**config.mk**
```make
export PLATFORM = sky130hd
export DESIGN_NAME = detector_scheduler
export DESIGN_NICKNAME = d
export VERILOG_FILES = /design/src/rtl/detector_scheduler.sv
export SDC_FILE = /design/constraint.sdc
export NUM_CORES = 1
export LEC_CHECK = 0
export BUFFER_PORTS_ARGS = -buffer_cell sky130_fd_sc_hd__buf_2
export CORE_UTILIZATION = 26
export DETAILED_ROUTE_END_ITERATION = 10
export GPL_ROUTABILITY_DRIVEN = 1
export PLACE_DENSITY = 0.47
export SLEW_MARGIN = 40
export SYNTH_ARGS = -nofsm -noshare
export SYNTH_HDL_FRONTEND = slang
export SYNTH_SLANG_ARGS = --single-unit
```
**constraint.sdc**
```tcl
create_clock -name clk -period 2.6 [get_ports clk]
set_input_delay 0.52 -clock clk [delete_from_list [all_inputs] [get_ports clk]]
set_output_delay 0.52 -clock clk [all_outputs]
set_load 0.01 [all_outputs]
```
**src/rtl/detector_scheduler.sv**
```systemverilog
// detector_scheduler: a single sequence-detection datapath shared by NCH
// serial bit streams. A round-robin arbiter picks one pending channel per
// cycle. That channel's saved context (shift history plus a saturating fill
// count) is advanced by one bit and written back. A match is reported with
// the channel number one cycle after the completing bit is accepted.
//
// Optional feature macro: DETSCHED_FLUSH_EN
//   defined   -> a per-channel flush port exists. It clears that channel's
//                context and removes the channel from arbitration for the
//                cycle in which flush is high.
//   undefined -> there is no flush port. Contexts clear only on reset.
module detector_scheduler #(
    parameter int             NCH     = 4,
    parameter int             LEN     = 4,
    parameter logic [LEN-1:0] PATTERN = 4'b1101
) (
    input  logic                       clk,
    input  logic                       r,
    input  logic [NCH-1:0]             in_bit,
    input  logic [NCH-1:0]             in_valid,
`ifdef DETSCHED_FLUSH_EN
    input  logic [NCH-1:0]             flush,
`endif
    output logic [NCH-1:0]             in_ready,
    output logic                       match_valid,
    output logic [$clog2(NCH)-1:0]     match_ch
);

    localparam int CHW = $clog2(NCH);
    localparam int FW  = $clog2(LEN + 1);

    // Saturating fill counter: counts accepted bits, stops at LEN.
    function automatic logic [FW-1:0] fill_inc(input logic [FW-1:0] f);
        return (f >= FW'(LEN)) ? FW'(LEN) : f + 1'b1;
    endfunction

    // Next round-robin pointer: the channel after the granted one, wrapping at NCH.
    function automatic logic [CHW-1:0] ptr_after(input logic [CHW-1:0] g);
        return (g == CHW'(NCH - 1)) ? '0 : g + 1'b1;
    endfunction

    logic [LEN-1:0] hist_q [NCH];
    logic [FW-1:0]  fill_q [NCH];
    logic [CHW-1:0] ptr_q, ptr_d;
    logic           match_valid_q, match_valid_d;
    logic [CHW-1:0] match_ch_q, match_ch_d;

    logic [NCH-1:0] flush_w;
    logic [NCH-1:0] elig;
    logic [NCH-1:0] grant;
    logic [CHW-1:0] gnt_ch;
    logic           xfer;
    logic [CHW:0]   idx_w;
    logic [LEN-1:0] new_hist;
    logic           full;
    logic           hit;

`ifdef DETSCHED_FLUSH_EN
    assign flush_w = flush;
`else
    assign flush_w = '0;
`endif

    // A channel being flushed is invisible to the arbiter for that cycle.
    assign elig = in_valid & ~flush_w;

    // Round-robin search from ptr_q; the first eligible channel wins the grant.
    always_comb begin
        grant  = '0;
        gnt_ch = '0;
        xfer   = 1'b0;
        idx_w  = '0;
        for (int k = 0; k < NCH; k++) begin
            idx_w = {1'b0, ptr_q} + (CHW+1)'(k);
            if (idx_w >= (CHW+1)'(NCH)) begin
                idx_w = idx_w - (CHW+1)'(NCH);
            end
            if (!xfer && elig[idx_w[CHW-1:0]]) begin
                xfer   = 1'b1;
                gnt_ch = idx_w[CHW-1:0];
            end
        end
        grant[gnt_ch] = xfer;
    end

    assign in_ready = grant;

    // Restore the granted channel's context, shift in its bit, and test for a match.
    always_comb begin
        new_hist      = {hist_q[gnt_ch][LEN-2:0], in_bit[gnt_ch]};
        full          = (fill_q[gnt_ch] >= FW'(LEN - 1));
        hit           = xfer && full && (new_hist == PATTERN);
        ptr_d         = xfer ? ptr_after(gnt_ch) : ptr_q;
        match_valid_d = hit;
        match_ch_d    = xfer ? gnt_ch : match_ch_q;
    end

    // Write back the per-channel context table: flush clears, a grant advances.
    always_ff @(posedge clk or posedge r) begin
        if (r) begin
            for (int c = 0; c < NCH; c++) begin
                hist_q[c] <= '0;
                fill_q[c] <= '0;
            end
        end else begin
            for (int c = 0; c < NCH; c++) begin
                if (flush_w[c]) begin
                    hist_q[c] <= '0;
                    fill_q[c] <= '0;
                end else if (xfer && (gnt_ch == CHW'(c))) begin
                    hist_q[c] <= new_hist;
                    fill_q[c] <= fill_inc(fill_q[c]);
                end
            end
        end
    end

    // Arbiter pointer and registered match report.
    always_ff @(posedge clk or posedge r) begin
        if (r) begin
            ptr_q         <= '0;
            match_valid_q <= 1'b0;
            match_ch_q    <= '0;
        end else begin
            ptr_q         <= ptr_d;
            match_valid_q <= match_valid_d;
            match_ch_q    <= match_ch_d;
        end
    end

    assign match_valid = match_valid_q;
    assign match_ch    = match_ch_q;

endmodule
```
* Word-level counts from Yosys, hierarchy flattened
Index checks and enable logic that the tools add are counted.
** Word-level totals
- Flip-flop bits (word level) :: 33
- Word-level logic and storage cells :: 94
- Input port bits :: 10
- Output and inout port bits :: 7
** Cells by class
- Magnitude comparators :: 16
- Eq/ne operators :: 4
- Add/sub/neg operators :: 12
- Muxes and demuxes :: 35
- Reduce and logical (&&, ||, !) cells :: 14
- Bitwise gates (word level) :: 2
** Operator list (count)
- $ge 3x3->1 const B :: 8
- $mux 3 :: 8
- $mux 2 :: 9
- $lt 2x3->1 const B :: 5
- $add 3x1->3 const B :: 4
- $bmux 1 s2 :: 5
- $logic_and 1x1->1 :: 10
- $mux 1 :: 10
- $bmux 4 s2 :: 1
- $sub 2x1->2 const B :: 4
- $add 2x2->3 const B :: 2
- $bmux 3 s2 :: 1
- $and 4x4->4 :: 1
- $eq 2x2->1 const B :: 2
- $eq 4x4->1 const B :: 1
- $add 2x1->3 const B :: 1
- $ge 2x3->1 const B :: 1
- $ge 3x2->1 const B :: 1
- $logic_not 1->1 :: 3
- $not 2->3 :: 1
- $add 2x1->2 const B :: 1
- $demux 1 s2 :: 1
- $eq 2x1->1 const B :: 1
- $ge 2x1->1 const B :: 1
- $logic_not 2->1 :: 1

* Longest topological paths before layout
- Depth after elaboration :: 21
- Gate-level depth with buffers :: 10
- Gate-level depth less buffers :: 9

* Least setup slack after synthesis
No wires, ideal clock.
- Path kind :: in2out
- From :: input in_valid[2]
- To :: output in_ready[0]
- Arrival :: 1.697 ns
- Stages on the path :: 7
- Path buffers :: 0
- Setup slack :: 0.383 ns
- Cells stage by stage :: mux2i_1 nor2_1 a311oi_4 inv_1 ha_1 nand2_1 inv_2
** On the way
- Word-level cells in the longest chain between the ends :: 17
- Elaborated cells on any way between the ends :: 28
- Those cells by class :: order compare: 2; mux: 18; bitwise: 1; reduce/logical: 7
** Ends and longest elaborated chain
- start: declaration :: line 20 : input logic [NCH-1:0] in_valid,
- $bmux 1 s2 :: line 78 : if (!xfer && elig[idx_w[CHW-1:0]]) begin
- $mux 1 (implied by the code) :: line 78
- $mux 1 :: line 78
- $logic_not 1->1 :: line 78
- $logic_and 1x1->1 :: line 78
- $mux 1 :: line 78
- $logic_not 1->1 :: line 78
- $logic_and 1x1->1 :: line 78
- [2 not listed]
- $logic_and 1x1->1 :: line 78
- $mux 2 (*) :: line 78
- net gnt_ch[0] :: line 51 : logic [CHW-1:0] gnt_ch;
- $lt 2x3->1 (implied by the code) or $ge 2x1->1 (tied branches) :: line 83 : grant[gnt_ch] = xfer;
- $logic_and 1x1->1 (implied by the code) :: line 83
- $mux 1 (implied by the code) :: line 83
- $demux 1 s2 (*) :: line 83
- $and 4x4->4 (no source line) (*)
- end: declaration :: line 24 : output logic [NCH-1:0] in_ready,
The timed path passes the listed nets; every way through them passes the cells marked *. The select of a mux whose other input is x is not followed.

* Worst setup path in the final report
- From :: register ptr_q[1]
- To :: output in_ready[3]
** On the way
- Word-level cells in the longest chain between the ends :: 19
- Elaborated cells on any way between the ends :: 43
- Those cells by class :: add/sub: 7; order compare: 6; mux: 22; bitwise: 1; reduce/logical: 7
** Ends and longest elaborated chain
- start: declaration :: line 44 : logic [CHW-1:0] ptr_q, ptr_d;
- start signal: assignment :: line 125 : ptr_q <= ptr_d;
- parallel branches: the longest is 13 deep, another holds $add 2x1->3
- $mux 2 (*) :: line 78
- net gnt_ch[0] :: line 51
- $lt 2x3->1 (implied by the code) or $ge 2x1->1 (tied branches) :: line 83
- $logic_and 1x1->1 (implied by the code) :: line 83
- $mux 1 (implied by the code) :: line 83
- $demux 1 s2 (*) :: line 83
- $and 4x4->4 (no source line) (*)
Mark *: on every way through the listed nets, which the timed path passes. The select of a mux whose other input is x is not followed.

==> impl_summary.txt <==
----------------------------------------------------
[Status]
  Outcome ... complete, no violations

[Power]
  Lkg Pwr ... approximately 0.90 nW
  Largest voltage drop on the vdd net ... ~500 uV
  Pwr per Cell Area ... about 1100 nW/um^2

[GRT]
  Global route total overflow ... 0
  Initial antenna violation count ... 0
  Pin count of the biggest net entering global routing ... 30
  First-pass GRT wire length ... roughly 4.9 mm
  Via count of the first global-routing pass ... 1100
  GRT Overall Usage ... about a tenth

[Yosys]
  Average cell area after synthesis ... between 10 and 15 sq um
  Synthesis warning total ... 0
  Yosys reg bits ... 29
  Sequential fraction of the synthesis area ... 48.21%
  Total nets after synthesis ... ~160
  Synthesized instance count ... 136
  Count of unique library cells instantiated by Yosys ... 22
  Synth Cell Area ... 1505 sq um

[Critical path]
  Critical path capture point type ... output port
  Reg2reg start ... ptr_q[1]$_DFFE_PP0P_
  Register-to-register setup slack ... just over 0.4 ns
  Critical path start-end classification ... reg -> out
  Worst Reg-to-Reg Cells ... 6
  Required time of the critical path ... 2.08 ns
  Arrival time at the worst endpoint ... between 1.5 and 2 ns
  Biggest fanout along the worst timing path ... 7
  Critical register-to-register path endpoint ... hist_q[5]$_DFFE_PP0P_
  Critical path launch point type ... register

[Cells and area]
  Commonest non-fill, non-tap cell in the layout ... dfrtp_1
  Area Growth Syn to Fin ... 19.78%
  Layout net count ... 186
  Number of diodes ... 0
  Fill cell count ... about 590
  Fraction of layout cells with a size suffix above 1 ... between 20% and 30%
  Final Instance Area ... roughly 1800 sq um
  Commonest non-fill, non-tap cells in the layout ... dfrtp_1, nand2_1, buf_2

[Timing]
  Pin slew with the least headroom to its limit ... roughly 0.36 ns
  Final worst clock skew ... about 0.0021 ns
  Post-Route Setup TNS ... 0 ns
  Worst-case headroom to the max-slew limit ... between 70% and 80%
  Final critical-path share of the clock period ... a little over nine tenths
  Number of max-slew violations in the final report ... 0
  Post-layout minimum cycle time ... 2.484 ns
  Setup ws final ... around 0.12 ns
  Fmax ... slightly above 400 MHz
  Final hold violation count ... 0
  Setup violations, final ... 0

[Floorplanning]
  Starting Density ... a little over a quarter
  Number of rows in the core area ... 27
  Ports ... 17
  X dimension of the die ... slightly below 80 um
  Vertical extent of the die ... 78.09 um
  Standard cell core area ... about 5500 sq um
  DIE AREA ... approximately 6000 sq um

[Placed design]
  Placed Instance Area ... about 1700 sq um
  Routability congestion estimate from global placement ... around 0.77
  Post-placement setup slack ... 0.1491 ns
  Final HPWL DP ... roughly 2.1 mm
  Total of buffers placed on input and output ports ... 16

[Clock tree]
  Longest Clk Path Bufs ... 2
  Later-pin clock latency in the skew report ... roughly 0.28 ns
  Clock tree from TritonCTS ... done
  H-tree Lvls ... 2
  Clock transition time at the flip-flop clock pins of the worst setup and hold paths ... ~0.060 ns
  Root buffer selected by CTS ... clkbuf_8
  Setup bufs post-CTS ... 0
  Clock buffers created by TritonCTS ... 5
  CTS Sinks ... 29

[Drt]
  Final routed wirelength across all metal layers ... around 2.8 mm
  Remaining routing DRC violations ... 0
  Iteration-0 DRC count of the detailed router ... about 130
  Total via count in the routed design ... 1042
  Number of search-and-repair iterations in the first detailed-routing pass ... 4
  Detailed-route vias per instance ... roughly 4.4
  Remaining antenna violation count after routing ... 0
  Average wire length per cell after detail routing ... approximately 12 um

[Min path]
  Worst hold-check path type ... in -> async

[Flow run]
  Count of max-cap constraint violations ... 0

----------------------------------------------------
-- power by group --
group / switching, mW / total, mW / internal, mW
Sequential: 0.146 / 0.800 / 0.654
Clock: 0.162 / 0.372 / 0.209
Combinational: 0.376 / 0.746 / 0.370
Total: 0.684 / 1.92 / 1.23
-- cells by family after synthesis --
kind of cell / after synthesis / synth area share (%)
simple gates: 33 / 11.22
flops: 29 / 48.21
compound gates: 28 / 12.55
buf+inv: 18 / 4.987
mux: 16 / 13.05
fa+ha+maj: 12 / 9.975
-- worst max path at each step --
| stage | startpoint | to | cells after the start |
|---|---|---|---|
| final | ptr_q[1]$_DFFE_PP0P_ | in_ready[3] | 8 |
| after global routing | ptr_q[1]$_DFFE_PP0P_ | in_ready[3] | 8 |
| after CTS | ptr_q[1]$_DFFE_PP0P_ | in_ready[3] | 8 |
| after detailed placement | in_valid[0] | in_ready[2] | 9 |
| after global placement | in_valid[0] | hist_q[13]$_DFFE_PP0P_ | 7 |
| after floorplan | in_valid[2] | in_ready[0] | 7 |
-- cells in the mapped netlist --
cell | number | area share [%]
nand3b_1 | 4 | 2.0
mux4_2 | 2 | 3.0
a21oi_1 | 4 | 1.3
nand2_1 | 19 | 4.7
or4_1 | 1 | 0.50
buf_6 | 1 | 0.75
mux2i_1 | 5 | 3.3
a21o_1 | 8 | 4.0
o21ai_0 | 13 | 4.3
dfrtp_1 | 29 | 48
nor2_1 | 2 | 0.50
nor4_1 | 1 | 0.42
inv_1 | 13 | 3.2
a311oi_4 | 1 | 1.7
ha_1 | 12 | 10
nand2b_1 | 1 | 0.42
a22oi_1 | 1 | 0.50
or3_1 | 4 | 1.7
o2bb2a_1 | 1 | 0.67
inv_2 | 4 | 1.0
mux2_2 | 9 | 6.7
nor4b_2 | 1 | 1.0
-- stage by stage --
step | cells | util, % | hold slack (ns) | power, mW
3_3_place_gp | 229 | 30.85 | 0.4570 | 1.529
3_5_place_dp | 229 | 30.85 | 0.4677 | 1.563
6_report | 236 | 32.54 | 0.3031 | 1.918
5_1_grt | 236 | 32.54 | 0.3367 | 2.097
4_1_cts | 236 | 32.43 | 0.3131 | 1.946
2_1_floorplan | 136 | - | 0.4446 | 1.329
-- worst max-delay path, stage by stage (launching register included) --
cell and delay [ns]:
dfrtp_2 0.43, mux2i_1 0.21, nor2_1 0.09, a311oi_4 0.30, buf_6 0.19, ha_1 0.15
nand2_1 0.11, inv_2 0.08, buf_2 0.12
-- metal layers --
metal | vias up | GRT usage, % | part of all wire, %
met5 | - | 0 | 0
met3 | 7 | 3.372 | 4.4
met1 | 496 | 13.22 | 46
li1 | 519 | - | -
met4 | 0 | 5.556 | 2.0
met2 | 20 | 16.67 | 47
-- what timing repair did --
item / in CTS / in global routing
gates resized for setup: 1 / 3
hold buffers: 0 / 0
endpoints found under the setup margin: 2 / 3
endpoints found under the hold margin: 0 / 0
pin swaps: 0 / 1
-- sequential cells by signal (all words and copies together) (netlist names) --
register,cells
hist_q,12
match_ch,2
ptr_q,2
match_valid,1
fill_q,12
-- final cells by class --
type	count	area (sq um)	area share (%)
well taps	72	90.09	4.997
repair buffers	22	128.9	7.148
inverters	17	63.81	3.539
multi-input cells	89	706.9	39.21
flip-flops and latches	29	726.9	40.32
clock buffers	7	86.33	4.788
(Power assumes the default switching activity.)
